`src/rtl/alu_ctrl_pkg.sv`:
```
// ============================================================================
// Module   : alu_ctrl_pkg
// Brief    : Shared types and constants for the shared-ALU controller.
// Revision : 1.0 - initial release
// ============================================================================
`default_nettype none

package alu_ctrl_pkg;

    localparam int c_w_def     = 4;
    localparam int c_fsw_def   = 3;
    localparam int c_cnt_w_def = 8;

    // Bit positions inside the 4-bit flag vector {C,V,N,Z}
    localparam int c_flag_c = 3;
    localparam int c_flag_v = 2;
    localparam int c_flag_n = 1;
    localparam int c_flag_z = 0;

    typedef enum logic [1:0] {
        IDLE = 2'd0,
        EXEC = 2'd1,
        RESP = 2'd2
    } state_t;

endpackage

`default_nettype wire

```
`src/rtl/rr_arb2.sv`:
```
// ============================================================================
// Module   : rr_arb2
// Brief    : Combinational 2-way round-robin arbiter; history kept by parent.
// Revision : 1.0 - initial release
// ============================================================================
`default_nettype none

module rr_arb2 (
    input  logic [1:0] req,
    input  logic       last_grant,
    input  logic       en,
    output logic [1:0] gnt
);

    always_comb begin
        gnt = 2'b00;
        if (en) begin
            // On a tie the requester that was not served last wins
            if (&req) gnt = last_grant ? 2'b01 : 2'b10;
            else      gnt = req;
        end
    end

endmodule

`default_nettype wire

```
`src/rtl/alu_share_ctrl.sv`:
```
// ============================================================================
// Module   : alu_share_ctrl
// Brief    : Shares one external combinational ALU between two requesters.
// Revision : 1.0 - initial release
// ============================================================================
`default_nettype none

module alu_share_ctrl
    import alu_ctrl_pkg::*;
#(
    parameter int W     = c_w_def,
    parameter int FSW   = c_fsw_def,
    parameter int CNT_W = c_cnt_w_def
) (
    input  logic             clk,
    input  logic             rst,
    input  logic             req0_valid,
    output logic             req0_ready,
    input  logic [W-1:0]     req0_a,
    input  logic [W-1:0]     req0_b,
    input  logic [FSW-1:0]   req0_fs,
    output logic             resp0_valid,
    input  logic             resp0_ready,
    output logic [W-1:0]     resp0_y,
    output logic [3:0]       resp0_flags,
    input  logic             req1_valid,
    output logic             req1_ready,
    input  logic [W-1:0]     req1_a,
    input  logic [W-1:0]     req1_b,
    input  logic [FSW-1:0]   req1_fs,
    output logic             resp1_valid,
    input  logic             resp1_ready,
    output logic [W-1:0]     resp1_y,
    output logic [3:0]       resp1_flags,
    output logic [W-1:0]     alu_a,
    output logic [W-1:0]     alu_b,
    output logic [FSW-1:0]   alu_fs,
    input  logic [W-1:0]     alu_y,
    input  logic             alu_c,
    input  logic             alu_v,
    input  logic             alu_n,
    input  logic             alu_z,
    output logic [CNT_W-1:0] op_count,
    output logic             busy
);

    state_t           r_state;
    state_t           w_state_nxt;
    logic             r_owner;
    logic             r_last_grant;
    logic [W-1:0]     r_alu_a;
    logic [W-1:0]     r_alu_b;
    logic [FSW-1:0]   r_alu_fs;
    logic [W-1:0]     r_y0;
    logic [W-1:0]     r_y1;
    logic [3:0]       r_f0;
    logic [3:0]       r_f1;
    logic [CNT_W-1:0] r_op_count;

    logic [1:0]       w_gnt;
    logic             w_idle;
    logic             w_accept;
    logic             w_resp_hs;
    logic [3:0]       w_flags;

    assign w_idle = (r_state == IDLE);

    rr_arb2 u_arb (
        .req        ({req1_valid, req0_valid}),
        .last_grant (r_last_grant),
        .en         (w_idle),
        .gnt        (w_gnt)
    );

    // A grant is only ever issued to a valid requester, so any grant is an accept
    assign w_accept  = |w_gnt;
    assign w_resp_hs = (r_state == RESP) && (r_owner ? resp1_ready : resp0_ready);

    assign w_flags[c_flag_c] = alu_c;
    assign w_flags[c_flag_v] = alu_v;
    assign w_flags[c_flag_n] = alu_n;
    assign w_flags[c_flag_z] = alu_z;

    always_comb begin
        w_state_nxt = r_state;
        case (r_state)
            IDLE:    if (w_accept) w_state_nxt = EXEC;
            EXEC:    w_state_nxt = RESP;
            RESP:    if (w_resp_hs) w_state_nxt = IDLE;
            default: w_state_nxt = IDLE;
        endcase
    end

    always_ff @(posedge clk) begin
        if (rst) r_state <= IDLE;
        else     r_state <= w_state_nxt;
    end

    always_ff @(posedge clk) begin
        if (rst) begin
            r_owner      <= 1'b0;
            r_last_grant <= 1'b1;
            r_alu_a      <= '0;
            r_alu_b      <= '0;
            r_alu_fs     <= '0;
            r_y0         <= '0;
            r_y1         <= '0;
            r_f0         <= '0;
            r_f1         <= '0;
            r_op_count   <= '0;
        end else begin
            if (w_accept) begin
                r_owner  <= w_gnt[1];
                r_alu_a  <= w_gnt[1] ? req1_a  : req0_a;
                r_alu_b  <= w_gnt[1] ? req1_b  : req0_b;
                r_alu_fs <= w_gnt[1] ? req1_fs : req0_fs;
            end
            // ALU has had the whole EXEC cycle to settle from the held operands
            if (r_state == EXEC) begin
                if (r_owner) begin
                    r_y1 <= alu_y;
                    r_f1 <= w_flags;
                end else begin
                    r_y0 <= alu_y;
                    r_f0 <= w_flags;
                end
            end
            if (w_resp_hs) begin
                r_last_grant <= r_owner;
                r_op_count   <= r_op_count + CNT_W'(1);
            end
        end
    end

    assign req0_ready  = w_gnt[0];
    assign req1_ready  = w_gnt[1];
    assign resp0_valid = (r_state == RESP) && !r_owner;
    assign resp1_valid = (r_state == RESP) &&  r_owner;
    assign resp0_y     = r_y0;
    assign resp1_y     = r_y1;
    assign resp0_flags = r_f0;
    assign resp1_flags = r_f1;
    assign alu_a       = r_alu_a;
    assign alu_b       = r_alu_b;
    assign alu_fs      = r_alu_fs;
    assign op_count    = r_op_count;
    assign busy        = !w_idle;

endmodule

`default_nettype wire
```
`config.mk`:
```
export PLATFORM = sky130hd
export DESIGN_NAME = alu_share_ctrl
export DESIGN_NICKNAME = d
export VERILOG_FILES = /design/src/rtl/alu_ctrl_pkg.sv /design/src/rtl/rr_arb2.sv /design/src/rtl/alu_share_ctrl.sv
export SDC_FILE = /design/constraint.sdc
export NUM_CORES = 1
export LEC_CHECK = 0
export CORE_ASPECT_RATIO = 1.2
export CORE_UTILIZATION = 44
export CTS_CLUSTER_SIZE = 30
export DETAILED_ROUTE_END_ITERATION = 8
export PLACE_DENSITY = 0.91
export SLEW_MARGIN = 20
export SYNTH_ARGS = -nofsm -noshare
export SYNTH_HDL_FRONTEND = slang
export SYNTH_SLANG_ARGS = --single-unit
```
`constraint.sdc`:
```
create_clock -name clk -period 2.3 [get_ports clk]
set_input_delay 0.345 -clock clk [delete_from_list [all_inputs] [get_ports clk]]
set_output_delay 0.345 -clock clk [all_outputs]
set_load 0.05 [all_outputs]
```
# Word-level counts from Yosys, hierarchy flattened
# Cells that the tools add are included.
dict set report totals {
  regBits 39
  inputBits 36
  output_inout_bits 40
  wordCells 38
}
dict set report op_classes {
  addsub 1
  eq_ne 4
  muxes 10
  bitwise 1
  n_reduce_logical 11
}
# cell n
set op_table {}
lappend op_table {{$mux W2} 5}
lappend op_table {{$add A8 B1 Y8 const B} 1}
lappend op_table {{$mux W4} 2}
lappend op_table {{$reduce_and A2 Y1} 4}
lappend op_table {{$pmux W2 S3} 1}
lappend op_table {{$logic_and A1 B1 Y1} 3}
lappend op_table {{$mux W3} 1}
lappend op_table {{$eq A2 B1 Y1 const B} 1}
lappend op_table {{$eq A2 B2 Y1 const B} 1}
lappend op_table {{$logic_not A1 Y1} 2}
lappend op_table {{$logic_not A2 Y1} 1}
lappend op_table {{$ne A2 B1 Y1 const B} 1}
lappend op_table {{$ne A2 B2 Y1 const B} 1}
lappend op_table {{$reduce_or A2 Y1} 1}
lappend op_table {{$mux W1} 1}
lappend op_table {{$not A1 Y1} 1}

# Longest topological paths before layout
dict set report depth {
  depth_word 6
  ltp_mapped 6
  mapped_depth_nobuf 4
}

# Cells and area by module
# A second synthesis with hierarchy kept.
dict set report unflattened {
  cells_unflattened 173
  hier_area_um2 1685.4
}
# module n_inst cells_each area_each_um2 seq_area_each_um2
set by_module_without_submodules {}
lappend by_module_without_submodules {alu_share_ctrl 1 168 1664.1 780.7}
lappend by_module_without_submodules {rr_arb2 1 5 21.3 0.0}

# Worst setup path before layout
# OpenSTA, ideal clock, no wires.
dict set report synth_path {
  path_type {register -> output}
  from {register r_state[1]}
  to {output req1_ready}
  arrival_ns 1.370
  required_ns 1.955
  slack_ns 0.585
  stages_incl_launch_ff 5
  path_buffers 2
  path_cell_list {dfxtp_1 > buf_2 > a211oi_2 > buf_2 > and2_1}
}
dict set report synth_between {
  elab_chain_cells 2
}
# item line_no
set synth_rtl {}
lappend synth_rtl {{start: declaration} alu_share_ctrl.sv:47} ;# state_t r_state;
lappend synth_rtl {{start signal: assignment} alu_share_ctrl.sv:96} ;# else r_state <= w_state_nxt;
lappend synth_rtl {{$logic_not A2 Y1} alu_share_ctrl.sv:66} ;# assign w_idle = (r_state == IDLE);
lappend synth_rtl {{$mux W2} rr_arb2.sv:17} ;# if (en) begin
lappend synth_rtl {{end: declaration} alu_share_ctrl.sv:27} ;# output logic req1_ready,
# Every way passes these cells.

# Worst setup path in the final report
dict set report layout_path {
  from {register r_state[1]}
  to {output busy}
}
dict set report layout_between {
  elab_chain_cells 2
}
# item line_no
set layout_rtl {}
lappend layout_rtl {{$logic_not A2 Y1} alu_share_ctrl.sv:66}
lappend layout_rtl {{$logic_not A1 Y1} alu_share_ctrl.sv:147} ;# assign busy = !w_idle;
lappend layout_rtl {{end: declaration} alu_share_ctrl.sv:44} ;# output logic busy
# Every way passes these cells.

==> impl_metrics.yaml <==
status:
  status: "finished clean"
floorplanning:
  die_width_um: 58.8
  die-area_um2: 4120
  die_h_um: 70.1
  start_util: 0.464
  rows: 24
  core_area_um2: 3660
  boundaryPins: 76
placed_design:
  gp_congestion: 0.746
  dp_hpwl_um: 3240
  placed_area_um2: 2520
  port-buffer-count: 75
  dp_cells: 307
sta:
  finalSetupViolCount: 0
  fmax_mhz: 504
  rsz0062_at_grt: "no"
  skew_ns: 0.00314
  max_slew_margin: 0.564
  report.final.slew_viol_count: 0
  worstMarginPinSlew_ns: 0.641
  timing.setup.tns_ns: 0
  period_needed_ns: 1.98
  hold_violations: 0
  timing.final.crit_share: 0.863
critical_path:
  critPathMaxStageDelay_ns: 0.57
  r2r_end: "op_count[7]"
  cp.required_ns: 1.96
  rrSetupSlack_ns: 0.64
  endpoint_kind: "output port"
  crit_family: "buffers and inverters"
  reg2reg_from: "r_owner"
  slowest_stage: "dfxtp_1"
  worstSetupStartpointType: "flip-flop"
  worstRegToRegCells: 3
  path_class: "reg2out"
  crit_chain: "nor2_1 -> inv_1 -> buf_4"
  path_buf_inv: 2
  cp.arrival_ns: 1.64
  crit_fanout: 13
route:
  antenna_left: 0
  dr.pass1.iters: 4
  routed_wl_um: 4410
  wl_per_cell_um: 14.0
  vias_per_cell: 5.38
  num_vias: 1694
  drc: 0
  drt_iter0_drc: 91
clock_tree:
  htree_levels: 2
  clk_latency_ns: 0.29
  cts_tree: "done"
  path_clk_slew_ns: 0.07
  clockRootBuffer: "clkbuf_8"
  post_cts_buffers: 0
  cts_resized: 0
  ctsHoldBuffers: 0
  cts.sinks: 39
  cts_made_buffers: 5
  cts_max_path_buffers: 2
pwr:
  switching_share: 0.286
  p_per_area_nw_per_um2: 710
  switchingPower_mw: 0.537
  power_frac_clock: 0.353
  comb_power_share: 0.249
  internal_power_mw: 1.34
  seqPwrFrac: 0.398
  vdd_ir_drop_max_v: 0.000424
  p_leak_nw: 1.03
finish:
  area_delta_synth_final_pct: 55.7
  final_cells: 315
  final_area_um2: 2650
  fin_util: 0.723
  diodes: 0
  layout.nets: 299
  drive_gt1_frac: 0.0951
yosys:
  synth.distinct_cells: 30
  netlist_instances: 188
  synth_area_um2: 1700
  synth-xor-area-share: 0
  syn_avg_cell_area_um2: 9.05
  synth-simple-area-share: 0.229
  ys_seq_area_frac: 0.459
  synth_fp_nets: 225
  synth_seq_cells: 39
  ys_warn_count: 0
  synth_fa_ha_area_frac: 0.00735
  synth_top_family_by_area: "simple AND/OR/NAND/NOR gates"
  synth_compound_area_frac: 0.143
  synthMuxAreaShare: 0.109
grt:
  antenna_found_initial: 0
  grt_start_max_net_pins: 26
  grt-ovfl-total: 0
  first_global_vias: 1557
  grt_pass1_wl_um: 7240
  track_usage: 0.228
job:
  drv_cap: 0
hold_path:
  hold_class: "reg2reg"
  whs_endpoint: "resp0_flags[1]"
  hold_depth: 2
  worstHoldStart: "resp0_flags[1]"
worst max-delay path by stage:
stage | startpoint | end | slack [ns] | cells past startpoint
3_5_place_dp | resp0_ready | op_count[7] | 0.38 | 4
2_1_floorplan | r_state[1] | req1_ready | 0.58 | 4
5_1_grt | r_state[1] | busy | 0.20 | 3
4_1_cts | r_state[1] | busy | 0.33 | 3
6_report | r_state[1] | busy | 0.32 | 3
3_3_place_gp | resp0_ready | op_count[7] | 0.44 | 4
flip-flops by register name, indices dropped and copies added (netlist names):
signal and count:
alu_a 4, alu_b 4, alu_fs 3, op_count 8
r_last_grant 1, r_owner 1, r_state 2, resp0_flags 4
resp0_y 4, resp1_flags 4, resp1_y 4
synthesized netlist by cell type (all sizes together):
cell type / number / area share
nand3: 12 / 0.035
nand3b: 4 / 0.018
nor2b: 3 / 0.011
buf: 9 / 0.030
o21bai: 1 / 0.0044
or3: 2 / 0.0074
or4: 4 / 0.018
clkbuf: 8 / 0.018
o21ai: 14 / 0.041
nor4b: 1 / 0.0051
nor3b: 1 / 0.0044
nor2: 21 / 0.046
mux2: 1 / 0.0066
nand4b: 1 / 0.014
and2: 2 / 0.0074
a31oi: 11 / 0.040
a21oi: 11 / 0.032
ha: 1 / 0.0074
and3: 1 / 0.0037
a211oi: 1 / 0.0074
mux2i: 17 / 0.10
nor3: 2 / 0.0059
nand2b: 2 / 0.0074
nand4: 12 / 0.044
nand2: 1 / 0.0022
inv: 2 / 0.0044
o31ai: 4 / 0.018
dfxtp: 39 / 0.46
per-layer routing:
layer  up-vias  GRT usage  routed length, µm
li1        836          -                  -
met1       769      0.275               1830
met2        83      0.372               2230
met3         6     0.0704                291
met4         0     0.0847                 63
met5         -          0                  0
cell type report:
| type | count | area [µm²] |
|---|---|---|
| Fill cell | 295 | 1010 |
| Multi-Input combinational cell | 130 | 832 |
| Timing Repair Buffer | 84 | 831 |
| Sequential cell | 39 | 781 |
| Clock buffer | 6 | 72.6 |
| Tap cell | 52 | 65.1 |
| Clock inverter | 2 | 60.1 |
| Inverter | 2 | 7.51 |
cell families after synthesis:
logic type / after synthesis
compound gates: 42
fa+ha+maj: 1
flops: 39
mux: 18
buf+inv: 19
simple gates: 69
power groups by stage:
stage / combinational [mW] / clock, mW / sequential (mW)
3_3_place_gp: 0.459 / 0 / 0.762
4_1_cts: 0.468 / 0.681 / 0.748
2_1_floorplan: 0.178 / 0 / 0.861
6_report: 0.468 / 0.664 / 0.749
5_1_grt: 0.495 / 0.701 / 0.753
3_5_place_dp: 0.467 / 0 / 0.763
worst reg2reg max path, cell delays in order (launching register included):
cell and delay [ns]:
dfxtp_1 0.50, mux2i_2 0.63, nor4b_1 0.14, mux2_2 0.29
placed cells by master (no fill, tap or decap):
cell type	instances
inv_1	2
o21ai_0	14
nor3_1	2
or3_1	2
buf_12	2
o21bai_1	1
nor2b_1	3
clkbuf_8	5
nor3b_1	1
nor4b_1	1
and2_1	2
a211oi_2	1
a21oi_1	11
dfxtp_1	39
mux2_2	1
nand4b_4	1
buf_4	12
or4_1	4
clkbuf_1	1
a31oi_1	11
bufinv_16	2
mux2i_2	1
clkdlybuf4s50_1	70
and3_1	1
nand2_1	1
ha_1	1
nand3_1	12
nand3b_1	4
nand2b_1	2
nor2_1	21
mux2i_1	16
o31ai_1	4
nand4_1	12
through the flow:
step / setup slack [ns] / hold WS (ns) / power [mW]
2_1_floorplan: 0.585 / 0.489 / 1.04
3_3_place_gp: 0.440 / 0.475 / 1.22
3_5_place_dp: 0.384 / 0.484 / 1.23
4_1_cts: 0.330 / 0.500 / 1.90
5_1_grt: 0.204 / 0.512 / 1.95
6_report: 0.316 / 0.498 / 1.88
Note: power is estimated with default switching activity, not from simulation.
